File: config.mk
export PLATFORM = sky130hd
export DESIGN_NAME = instr_fetch_unit_flat
export DESIGN_NICKNAME = d
export VERILOG_FILES = /design/src/rtl/instr_fetch_unit_if.sv /design/src/rtl/instr_fetch_unit.sv /design/src/flat_wrapper.sv
export SDC_FILE = /design/constraint.sdc
export NUM_CORES = 1
export LEC_CHECK = 0
export ABC_AREA = 1
export BUFFER_PORTS_ARGS = -buffer_cell sky130_fd_sc_hd__buf_2
export CORE_AREA = 2 2 115 117
export DETAILED_ROUTE_END_ITERATION = 8
export DIE_AREA = 0 0 117 119
export MAX_ROUTING_LAYER = met4
export PLACE_DENSITY = 0.69
export SETUP_SLACK_MARGIN = 0.02
export SYNTH_ARGS = -nofsm -noshare
export SYNTH_HDL_FRONTEND = slang
export SYNTH_SLANG_ARGS = --single-unit
export TNS_END_PERCENT = 20
File: constraint.sdc
create_clock -name clk -period 3.5 [get_ports clk]
set_input_delay 0.175 -clock clk [delete_from_list [all_inputs] [get_ports clk]]
set_output_delay 0.175 -clock clk [all_outputs]
set_load 0.01 [all_outputs]
File: src/rtl/instr_fetch_unit_if.sv
// Instruction-memory read channel between the fetch unit (master) and memory (slave).
// req/addr are held stable by the master from the raise of req until ack.
interface instr_fetch_unit_if #(
  parameter int PC_W    = 22,
  parameter int INSTR_W = 32
);
  logic               imem_req;
  logic [PC_W-1:0]    imem_addr;
  logic               imem_ack;
  logic [INSTR_W-1:0] imem_rdata;

  modport master (output imem_req, output imem_addr, input imem_ack, input imem_rdata);
  modport slave  (input imem_req, input imem_addr, output imem_ack, output imem_rdata);
endinterface

File: src/rtl/instr_fetch_unit.sv
// IF stage: owns the PC, fetches over the req/ack channel into a one-word buffer
// and presents it to IF/ID; branches abandon in-flight fetches via the DROP state.
module instr_fetch_unit #(
  parameter int                 PC_W     = 22,
  parameter int                 INSTR_W  = 32,
  parameter logic [PC_W-1:0]    RESET_PC = {PC_W{1'b0}},
  parameter logic [INSTR_W-1:0] NOP      = {INSTR_W{1'b0}}
) (
  input  logic                clk,
  input  logic                rst,
  input  logic                stall,
  input  logic                hlt,
  input  logic                branch_taken,
  input  logic [PC_W-1:0]     branch_target,
  instr_fetch_unit_if.master  imem,
  output logic [INSTR_W-1:0]  instr_IF,
  output logic [PC_W-1:0]     PC_IF
);

  typedef enum logic [0:0] {ST_RUN = 1'b0, ST_DROP = 1'b1} state_t;

  localparam logic [PC_W-1:0] PC_ONE = {{(PC_W-1){1'b0}}, 1'b1};

  state_t             state_r, state_nxt_s;
  logic [PC_W-1:0]    pc_r, pc_nxt_s;
  logic [PC_W-1:0]    req_addr_r, req_addr_nxt_s;
  logic [PC_W-1:0]    ibuf_pc_r, ibuf_pc_nxt_s;
  logic [INSTR_W-1:0] ibuf_r, ibuf_nxt_s;
  logic               pending_r, pending_nxt_s;
  logic               ibuf_valid_r, ibuf_valid_nxt_s;
  logic               accept_s, consumed_s, start_s, req_s, ack_s;
  logic [PC_W-1:0]    addr_s;

  // Handshake decode and buffer-driven outputs; rst gates req so it drops at once.
  always_comb begin
    accept_s      = !stall && !hlt;
    consumed_s    = ibuf_valid_r && accept_s;
    start_s       = (state_r == ST_RUN) && !pending_r && !hlt &&
                    (!ibuf_valid_r || consumed_s) && !rst;
    req_s         = pending_r || start_s;
    addr_s        = pending_r ? req_addr_r : pc_r;
    ack_s         = req_s && imem.imem_ack;
    imem.imem_req  = req_s;
    imem.imem_addr = addr_s;
    instr_IF      = ibuf_valid_r ? ibuf_r : NOP;
    PC_IF         = ibuf_valid_r ? ibuf_pc_r : {PC_W{1'b0}};
  end

  // Next-state: branch beats everything, and an unanswered request forces DROP.
  always_comb begin
    state_nxt_s      = state_r;
    pc_nxt_s         = pc_r;
    ibuf_nxt_s       = ibuf_r;
    ibuf_pc_nxt_s    = ibuf_pc_r;
    ibuf_valid_nxt_s = ibuf_valid_r;
    pending_nxt_s    = req_s && !ack_s;
    req_addr_nxt_s   = start_s ? pc_r : req_addr_r;
    if (branch_taken) begin
      pc_nxt_s         = branch_target;
      ibuf_valid_nxt_s = 1'b0;
      state_nxt_s      = (req_s && !ack_s) ? ST_DROP : ST_RUN;
    end else begin
      case (state_r)
        ST_RUN: begin
          if (ack_s) begin
            ibuf_nxt_s       = imem.imem_rdata;
            ibuf_pc_nxt_s    = addr_s;
            ibuf_valid_nxt_s = 1'b1;
            pc_nxt_s         = pc_r + PC_ONE;
          end else if (consumed_s) begin
            ibuf_valid_nxt_s = 1'b0;
          end else begin
            ibuf_valid_nxt_s = ibuf_valid_r;
          end
        end
        ST_DROP: begin
          // The abandoned word is thrown away; fetching restarts from pc next cycle.
          if (ack_s) begin
            state_nxt_s = ST_RUN;
          end else begin
            state_nxt_s = ST_DROP;
          end
        end
        default: begin
          state_nxt_s      = ST_RUN;
          ibuf_valid_nxt_s = 1'b0;
        end
      endcase
    end
  end

  // State and datapath registers.
  always_ff @(posedge clk or posedge rst) begin
    if (rst) begin
      state_r      <= ST_RUN;
      pc_r         <= RESET_PC;
      req_addr_r   <= RESET_PC;
      pending_r    <= 1'b0;
      ibuf_valid_r <= 1'b0;
      ibuf_r       <= NOP;
      ibuf_pc_r    <= {PC_W{1'b0}};
    end else begin
      state_r      <= state_nxt_s;
      pc_r         <= pc_nxt_s;
      req_addr_r   <= req_addr_nxt_s;
      pending_r    <= pending_nxt_s;
      ibuf_valid_r <= ibuf_valid_nxt_s;
      ibuf_r       <= ibuf_nxt_s;
      ibuf_pc_r    <= ibuf_pc_nxt_s;
    end
  end

endmodule

File: src/flat_wrapper.sv
// flat-port wrapper written by rule: the top's interface ports become plain ports
module instr_fetch_unit_flat 
#(
  parameter int                 PC_W     = 22,
  parameter int                 INSTR_W  = 32,
  parameter logic [PC_W-1:0]    RESET_PC = {PC_W{1'b0}},
  parameter logic [INSTR_W-1:0] NOP      = {INSTR_W{1'b0}}
)
  (clk, rst, stall, hlt, branch_taken, branch_target, instr_IF, PC_IF, imem_imem_req, imem_imem_addr, imem_imem_ack, imem_imem_rdata);
  instr_fetch_unit_if #(.PC_W(PC_W), .INSTR_W(INSTR_W)) imem_i ();
  input  logic clk;
  input  logic rst;
  input  logic stall;
  input  logic hlt;
  input  logic branch_taken;
  input  logic [PC_W-1:0] branch_target;
  output logic [INSTR_W-1:0] instr_IF;
  output logic [PC_W-1:0] PC_IF;
  output wire logic [$bits(imem_i.imem_req)-1:0] imem_imem_req;
  output wire logic [$bits(imem_i.imem_addr)-1:0] imem_imem_addr;
  input wire logic [$bits(imem_i.imem_ack)-1:0] imem_imem_ack;
  input wire logic [$bits(imem_i.imem_rdata)-1:0] imem_imem_rdata;
  assign imem_imem_req = imem_i.imem_req;
  assign imem_imem_addr = imem_i.imem_addr;
  assign imem_i.imem_ack = imem_imem_ack;
  assign imem_i.imem_rdata = imem_imem_rdata;
  instr_fetch_unit #(.PC_W(PC_W), .INSTR_W(INSTR_W), .RESET_PC(RESET_PC), .NOP(NOP)) u_core (.clk(clk), .rst(rst), .stall(stall), .hlt(hlt), .branch_taken(branch_taken), .branch_target(branch_target), .imem(imem_i), .instr_IF(instr_IF), .PC_IF(PC_IF));
endmodule
== Word-level counts from Yosys, hierarchy flattened ==
Index checks and enable logic that the tools add are counted.

* Bits in registers: 101
* Bits in read-only memories: 0
* Output and inout port bits: 77
* Memories: 0
* Input bits: 60
* RAM bits: 0
* Logic and storage cells: 46
* Latch bits: 0

* Bitwise operators: 2
* Divide/modulo/power cells: 0
* Mux-type cells: 14
* Shift-type cells: 0
* Order comparisons: 0
* Eq/ne operators: 1
* Add/sub/neg operators: 1
* Multipliers: 0
* Reduce and logical (&&, ||, !) cells: 21

{| class="wikitable"
|+ Operator list
! kind !! number
|-
| 22-bit 2-to-1 mux || 5
|-
| 32-bit 2-to-1 mux || 1
|-
| 22-bit by 1-bit adder with 22-bit output (second input constant) || 1
|-
| 1-bit logical AND || 8
|-
| 1-bit 2-to-1 mux || 8
|-
| 1-bit logical NOT || 6
|-
| 2-bit AND reduction || 2
|-
| 3-bit AND reduction || 1
|-
| 3-bit nonzero test || 1
|-
| 1-bit logical OR || 2
|-
| 2-bit != test (second input constant) || 1
|-
| 1-bit NOT || 2
|-
| 2-bit nonzero test || 1
|}

== Depth between registers and ports, before layout ==
Gate-level depths: netlist of the first run.

* Depth in word-level cells: 12
* Gate-level depth with buffers: 12
* Depth with buffers taken out: 11

== Worst setup path before layout of the first run ==
OpenSTA, ideal clock, no wires.

* Path type: input -> register
* From: input rst
* To: register u_core.ibuf_pc_r[0]
* Path slack: -0.153 ns
* Setup time: 0.118 ns
* Arrival: 3.535 ns
* Cell stages on the path: 10
* Path buffers: 2
* Required time: 3.382 ns
* Cell sequence: inv_1 nand2_1 nor2_4 nand2_8 nand2_8 nand4_4 buf_6 buf_2 nand2_1 nand2_1

* Cells in the longest elaborated chain, start to end: 5

{| class="wikitable"
|+ Ends and longest elaborated chain
! element !! RTL line !! source
|-
| from (decl) || flat_wrapper.sv:12 || <nowiki>input logic rst;</nowiki>
|-
| 1-bit logical NOT || instr_fetch_unit.sv:39 || <nowiki>(!ibuf_valid_r || consumed_s) && !rst;</nowiki>
|-
| 1-bit logical AND || instr_fetch_unit.sv:39 ||
|-
| 1-bit logical OR || instr_fetch_unit.sv:40 || <nowiki>req_s = pending_r || start_s;</nowiki>
|-
| net imem_imem_req || flat_wrapper.sv:19 || <nowiki>output wire logic [$bits(imem_i.imem_req)-1:0] imem_imem_req;</nowiki>
|-
| 1-bit logical AND || instr_fetch_unit.sv:42 || <nowiki>ack_s = req_s && imem.imem_ack;</nowiki>
|-
| 3-bit AND reduction (no source line) || - ||
|-
| to (signal assigned) || instr_fetch_unit.sv:101 || <nowiki>ibuf_pc_r <= {PC_W{1'b0}};</nowiki>
|-
| to (signal assigned) || instr_fetch_unit.sv:109 || <nowiki>ibuf_pc_r <= ibuf_pc_nxt_s;</nowiki>
|-
| to (decl) || instr_fetch_unit.sv:27 || <nowiki>logic [PC_W-1:0] ibuf_pc_r, ibuf_pc_nxt_s;</nowiki>
|}

The timed path passes the listed nets, and every way through them passes these cells.
A chain may end at the register's enable or synchronous reset.

== Worst setup path after layout of the first run ==
* From: input rst
* To: register u_core.ibuf_pc_r[5]

* Cells in the longest elaborated chain, start to end: 5

{| class="wikitable"
|+ Ends and longest elaborated chain
! element !! RTL line
|-
| 1-bit logical NOT || instr_fetch_unit.sv:39
|-
| 1-bit logical AND || instr_fetch_unit.sv:39
|-
| 1-bit logical OR || instr_fetch_unit.sv:40
|-
| 1-bit logical AND || instr_fetch_unit.sv:42
|-
| 3-bit AND reduction (no source line) || -
|}

No other way between the ends.

==> results.yml, run 1 <==
setup_path:
  slowest_stage: "inv_2"
  crit_buf_inv: 4
  cp.required_ns: 3.77
  r2r_slack_ns: 1.40
  r2r_cells: 9
  crit_path_max_fanout: 54
  path_cells: "dlygate4sd3_1 -> buf_2 -> clkinvlp_4 -> nand2_1 -> nor2_4 -> nand2_8 -> nand2_8 -> nand4_4 -> inv_2 -> nand2_1 -> nand2_1"
  cp_data_arrival_time_ns: 2.46
  cp_top_family: "buffers and inverters"
  critPathLaunchType: "input pin"
  critPathMostFrequentCell: "nand2_1"
  cp_slowest_stage_delay_ns: 0.64
  cp_num_cells: 11
  critical_path_class: "in -> reg"
  cp-end-kind: "flip-flop"
floorplan:
  num_rows: 42
  dieWidth_um: 117
  die_h_um: 119
  coreArea_um2: 12870
  die_area_um2: 13920
  start_util_pct: 41.30
  top_level_ports: 137
cts:
  cts_tree: "done"
  cts_buffers: 9
  cts_setup_buffers: 0
  clock-sinks: 101
  clock_latency_ns: 0.34
  h-tree-depth: 3
  cts.clk_slew.worst_paths_ns: 0.07
  cts_buffer_depth: 2
  root_buffer: "clkbuf_16"
placed_design:
  dp.final_hpwl_mm: 9.086
  place.gp.congestion: 0.9282
  io_buffer_count: 136
  placedInstanceArea_um2: 6081
  placed_cells: 1032
detailed_routing:
  ant_nets: 0
  route.detailed.drc: 0
  wl_per_cell_um: 12.29
  totalWireLength_mm: 12.90
  drt_iter0_drc: 368
  dr.pass1.iters: 5
  viasPerCell: 4.619
  vias: 4845
global_routing:
  antenna_found_initial: 0
  grt_pass1_wl_mm: 21.35
  grt_max_degree: 73
  grt-busiest-layer: "met2"
  grt_use_met2_pct: 29.01
  grt_util_met1_pct: 28.64
  grt_pass1_vias: 4391
  track_usage_pct: 19.73
  grtUsageMet3_pct: 2.595
  overflow: 0
power:
  clock_power_share_pct: 28.7
  leakagePower_nw: 3.848
  p_comb_share_pct: 24.0
  net-switching-power_w: 0.001229
  vdd_drop_max_uv: 270.2
  switching_share_pct: 32.30
  power.density_nw_per_um2: 592.8
  internal_power_w: 0.002576
  seqPwrFrac_pct: 47.3
logic_synthesis:
  syn_area_per_cell_um2: 7.109
  postSynthCellCount: 748
  ys_types: 29
  seq_area_frac_synth_pct: 47.53
  synth_warnings: 0
  syn-num-nets: 809
  yosys_register_bits: 101
  syn-cell-area_um2: 5318
timing:
  rsz0062_at_grt: "false"
  tns_ns: 0
  hold_viol: 0
  slew_headroom_pct: 39.45
  finalSetupViolCount: 0
  max_freq_ghz: 0.4565
  tightestPinTransition_ns: 0.9083
  skew_ns: 0.008203
  period_minus_slack_ns: 2.190
  finalCritPeriodShare_pct: 62.58
  finalMaxSlewViolations: 0
cells_and_area:
  nets: 929
  layout-drive-gt1-share_pct: 19.93
  finalNonFillerCells: 1049
  n_antenna_cell: 0
  area_growth_syn_to_layout_pct: 20.71
  final_cell_area_um2: 6419
run_status:
  outcome: "finished, final reports clean"
flow_run:
  drv_cap: 0
min_path:
  holdPathStages: 3
  hold_class: "in -> reg"
==> flip-flops by register name (all words and copies together), names as in the netlist <==
signal and cells:
u_core.ibuf_r 32, u_core.ibuf_pc_r 22, u_core.pc_r 22, u_core.req_addr_r 22, u_core.ibuf_valid_r 1, u_core.pending_r 1, u_core.state_r 1
==> final timing paths <==
kind                               startpoint                    to
setup / recovery                          rst   u_core.ibuf_pc_r[5]
hold / removal             imem_imem_rdata[4]      u_core.ibuf_r[4]
setup reg to reg               u_core.state_r   u_core.ibuf_pc_r[5]
hold reg to reg              u_core.ibuf_r[3]      u_core.ibuf_r[3]
max in group asynchronous                 rst   u_core.ibuf_valid_r
min in group asynchronous                 rst  u_core.ibuf_pc_r[21]
==> layer usage <==
layer,vias to the layer above,routed length [um]
li1,2502,-
met1,2205,6357
met2,121,5850
met3,17,498
met4,0,190
met5,-,0
==> layout by cell type, fill, tap and decap left out, types with 5 or more instances in the layout <==
| cell | count |
|---|---|
| dfrtp_1 | 100 |
| buf_4 | 6 |
| inv_1 | 86 |
| xor2_1 | 6 |
| nor2_1 | 27 |
| clkbuf_16 | 9 |
| a21oi_1 | 6 |
| nand4_1 | 5 |
| nand3_1 | 25 |
| buf_2 | 136 |
| nand2_1 | 368 |
| o21ai_0 | 68 |
==> Yosys cell counts <==
cell type | n | area share (%)
a21oi_1 | 6 | 0.56
nand2_4 | 2 | 0.42
o21ai_1 | 1 | 0.094
buf_4 | 5 | 0.71
ha_1 | 1 | 0.24
or2_2 | 2 | 0.24
nor2_1 | 27 | 1.9
clkbuf_1 | 19 | 1.3
nand3b_1 | 1 | 0.14
nand3_2 | 2 | 0.38
inv_2 | 3 | 0.21
o21ai_2 | 1 | 0.16
xnor2_1 | 1 | 0.16
clkinv_4 | 1 | 0.16
buf_2 | 6 | 0.56
nor2_4 | 1 | 0.21
a31oi_1 | 1 | 0.12
inv_1 | 87 | 6.1
nand2_1 | 368 | 26
nand3_1 | 25 | 2.4
dfrtp_1 | 101 | 48
nand3_4 | 1 | 0.33
buf_8 | 1 | 0.28
nand4_4 | 1 | 0.40
buf_6 | 3 | 0.64
nand2_8 | 2 | 0.75
xor2_1 | 6 | 0.99
nand4_1 | 5 | 0.59
o21ai_0 | 68 | 6.4
==> power by group through the flow <==
stage | Sequential [W] | Clock (W) | Combinational [W]
after global routing | 0.00185 | 0.00116 | 0.00106
after detailed placement | 0.00181 | 0 | 0.000916
after floorplan | 0.00176 | 0 | 0.000664
after CTS | 0.00180 | 0.00111 | 0.000924
final | 0.00180 | 0.00109 | 0.000913
after global placement | 0.00181 | 0 | 0.000894
==> timing repair <==
item / 4_1_cts / 5_1_grt
resized for setup: 0 / 0
hold buffers: 1 / 0
endpoints found under the hold margin: 9 / 0
==> worst min-delay path: cells and delay by family <==
family / cells / cell delay (ns)
simple gates: 2 / 0.08
buf+inv: 1 / 0.07
==> cell families after synthesis <==
kind of cell	Yosys count	synth area share (%)
simple gates	437	33.69
buf+inv	125	10.05
flops	101	47.53
compound gates	77	7.341
xor+xnor	7	1.153
fa+ha+maj	1	0.2353
==> area by class of cell <==
| type | count | area [um^2] |
|---|---|---|
| inverters | 91 | 350.3 |
| flip-flops and latches | 101 | 2529 |
| well taps | 176 | 220.2 |
| fillers | 1320 | 6456 |
| clock buffers | 13 | 260.3 |
| repair buffers | 143 | 735.7 |
| multi-input cells | 522 | 2256 |
| clock inverters | 3 | 67.56 |
==> stage by stage <==
stage          power [W]  hold slack [ns]  worst slack, ns  util, %
6_report        0.003805          0.03095            1.310    49.85
4_1_cts         0.003833          0.02354            1.295    49.85
3_3_place_gp    0.002699           0.3656            1.457    47.23
5_1_grt         0.004063          0.02805            1.074    49.85
2_1_floorplan   0.002420           0.2381           0.6683        -
3_5_place_dp    0.002729           0.3608            1.421    47.23
(Power assumes the default switching activity.)
==> run 2: changes to the inputs <==
--- a/config.mk
+++ b/config.mk
@@ -5,13 +5,13 @@
 export SDC_FILE = /design/constraint.sdc
 export NUM_CORES = 1
 export LEC_CHECK = 0
-export ABC_AREA = 1
+export ABC_AREA = 0
 export BUFFER_PORTS_ARGS = -buffer_cell sky130_fd_sc_hd__buf_2
-export CORE_AREA = 2 2 115 117
+export CORE_AREA = 2 2 113 115
 export DETAILED_ROUTE_END_ITERATION = 8
-export DIE_AREA = 0 0 117 119
+export DIE_AREA = 0 0 115 117
 export MAX_ROUTING_LAYER = met4
-export PLACE_DENSITY = 0.69
+export PLACE_DENSITY = 0.72
 export SETUP_SLACK_MARGIN = 0.02
 export SYNTH_ARGS = -nofsm -noshare
 export SYNTH_HDL_FRONTEND = slang
==> constraint.sdc (replaced) <==
create_clock -name clk -period 2 [get_ports clk]
set_input_delay 0.1 -clock clk [delete_from_list [all_inputs] [get_ports clk]]
set_output_delay 0.1 -clock clk [all_outputs]
set_load 0.01 [all_outputs]
==> results.yml, run 2 <==
run_status:
  outcome: "finished, final reports clean"
logic_synthesis:
  syn_area_per_cell_um2: 12.35
  synth-edff-count: 0
  syn-num-nets: 477
  synth_warnings: 0
  postSynthCellCount: 416
  synth_top_cell_by_area: "dfrtp_1"
  synth_top_area_share_pct: 49.20
  seq_area_frac_synth_pct: 49.20
  syn-cell-area_um2: 5137
  yosys_register_bits: 101
  synth_common_cells: "dfrtp_1, and2_1, mux2_4"
  async_reset_ff_share_pct: 100.0
  synth-main-ff-cell: "dfrtp_1"
  ys_types: 38
  synth.most_common_cell: "dfrtp_1"
  synth_top_cells_by_area: "dfrtp_1, mux2_4, mux2_2, and2_1, mux2_1"
floorplan:
  start_util_pct: 41.73
  coreArea_um2: 12310
  top_level_ports: 137
  num_rows: 41
  dieWidth_um: 115
  die_h_um: 117
  die_area_um2: 13460
cells_and_area:
  top_register: "u_core.ibuf_r"
  multi_input_area_um2: 2452
  nets: 658
  largest_register_ffs: 32
  layout-drive-gt1-share_pct: 44.02
  final_common_cell: "buf_2"
  n_antenna_cell: 0
  seq_area_um2: 2527
  area_growth_syn_to_layout_pct: 32.98
  nFillCells: 1036
  layout_common_cells: "buf_2, dfrtp_1, and2_1"
  finalNonFillerCells: 752
timing:
  rsz0062_at_grt: "true"
  finalSetupViolCount: 0
  tightestPinTransition_ns: 0.6395
  period_minus_slack_ns: 1.916
  slew_headroom_pct: 57.28
  hold_viol: 0
  max_freq_ghz: 0.5219
  finalMaxSlewViolations: 0
  finalCritPeriodShare_pct: 95.80
  skew_ns: 0.01141
  whs_ns: 0.01658
detailed_routing:
  route.detailed.drc: 0
  viasPerCell: 5.149
  totalWireLength_mm: 11.87
  vias: 3872
  wl_per_cell_um: 15.79
  dr.pass1.iters: 4
  drt_iter0_drc: 261
  ant_nets: 0
setup_path:
  critPathLaunchType: "flip-flop"
  crit_buf_inv: 3
  cp_slowest_stage_delay_ns: 0.42
  crit_end: "imem_imem_addr[10]"
  regToRegStartpoint: "u_core.ibuf_valid_r"
  crit_path_max_fanout: 31
  critPathMostFrequentCell: "buf_4"
  cp-startpoint: "u_core.pending_r"
  cp.required_ns: 1.90
  path_cells: "buf_4 -> buf_4 -> mux2_2 -> buf_2"
  r2r_cells: 5
  cp-end-kind: "output pin"
  critical_path_class: "reg -> out"
  r2r_slack_ns: 0.14
  cp_num_cells: 4
  reg2reg_to: "u_core.pc_r[18]"
  cp_data_arrival_time_ns: 1.82
  slowest_stage: "mux2_2"
  cp_top_family: "buffers and inverters"
power:
  power.density_nw_per_um2: 968.0
  vdd_drop_max_uv: 409.7
  finalPower_w: 0.006613
  leakagePower_nw: 3.354
flow_run:
  drv_cap: 0
global_routing:
  track_usage_pct: 18.46
  grt_pass1_wl_mm: 18.93
  overflow: 0
  antenna_found_initial: 0
  grt_pass1_vias: 3859
  grt_max_degree: 57
cts:
  root_buffer: "clkbuf_16"
  cts_buffers: 9
  clock_latency_ns: 0.34
  h-tree-depth: 3
  cts_buffer_depth: 2
  clock-sinks: 101
  cts.clk_slew.worst_paths_ns: 0.07
  cts_tree: "done"
min_path:
  hold_class: "in -> reg"
placed_design:
  place.gp.congestion: 0.8387
  placed_cells: 690
  dp.final_hpwl_mm: 8.220
  io_buffer_count: 136
## run 2: changes by cell type in the layout (fill, tap and decap cells not counted), sizes merged, moves of 12 or more
cell         change
o21ai           -56
a31oi           +12
nor2            -12
nand2          -355
mux2            +97
inv             -86
nand3           -22
dlygate4sd3     +40
buf             +16
and2            +55
## run 2: through the flow
stage / setup TNS [ns] / setup slack [ns] / instance area, um^2 / util, %
2_1_floorplan: 0 / 0.2474 / 5141 / -
3_3_place_gp: -0.06957 / -0.01879 / 6035 / 49.01
3_5_place_dp: -1.522 / -0.07891 / 6035 / 49.01
4_1_cts: 0 / 0.04027 / 6784 / 55.10
5_1_grt: 0 / 0.01490 / 6832 / 55.49
6_report: 0 / 0.08395 / 6832 / 55.49
## run 2: power by group
group	total, W	internal, W	switching, W
clock network	0.00187	0.00114	0.000727
registers	0.00306	0.00270	0.000364
logic	0.00168	0.00107	0.000614
## run 2: cells by family after synthesis
family / after synthesis / synth area share [%]
simple gates: 125 / 14.05
buf+inv: 33 / 3.409
flops: 101 / 49.20
compound gates: 52 / 6.965
xor+xnor: 6 / 1.023
fa+ha+maj: 1 / 0.2435
mux: 98 / 25.11
## run 2: timing repair
item	in CTS	in global routing
endpoints found under the setup margin	54	63
resized for setup	1	3
pin swaps	0	2
hold buffers	41	0
gates cloned	0	0
buffers inserted	0	5
endpoints found under the hold margin	66	0
## run 2: worst min-delay path, delay by kind of cell
kind / cells / cell delay (ns)
compound gates: 1 / 0.04
simple gates: 1 / 0.08
buf+inv: 1 / 0.10
## run 2: how the worst min path moves through the flow
stage	cells past startpoint	end	startpoint	slack, ns
after CTS	2	u_core.ibuf_r[9]	imem_imem_rdata[9]	0.004
after global routing	2	u_core.ibuf_r[9]	imem_imem_rdata[9]	0.007
after detailed placement	2	u_core.state_r	rst	0.27
final	3	u_core.pc_r[12]	branch_target[12]	0.02
after global placement	2	u_core.state_r	rst	0.26
after floorplan	1	u_core.pending_r	imem_imem_ack	0.17
## run 2: cell type report
cell class                 instances  share of cell area [%]
inverter                           4                  0.2747
multi-input combinational        282                   35.90
clock inverter                     2                  0.5495
sequential                       101                   37.00
tap                              150                   2.747
clock buffer                      14                   4.304
timing repair buffer             199                   19.23
## run 2: layer usage
| layer | track usage, % | up-vias | part of all wire (%) |
|---|---|---|---|
| met3 | 3.347 | 11 | 4.8 |
| met5 | - | - | 0 |
| met2 | 29.18 | 123 | 48 |
| li1 | - | 1851 | - |
| met1 | 24.35 | 1887 | 46 |
| met4 | 5.783 | 0 | 1.4 |
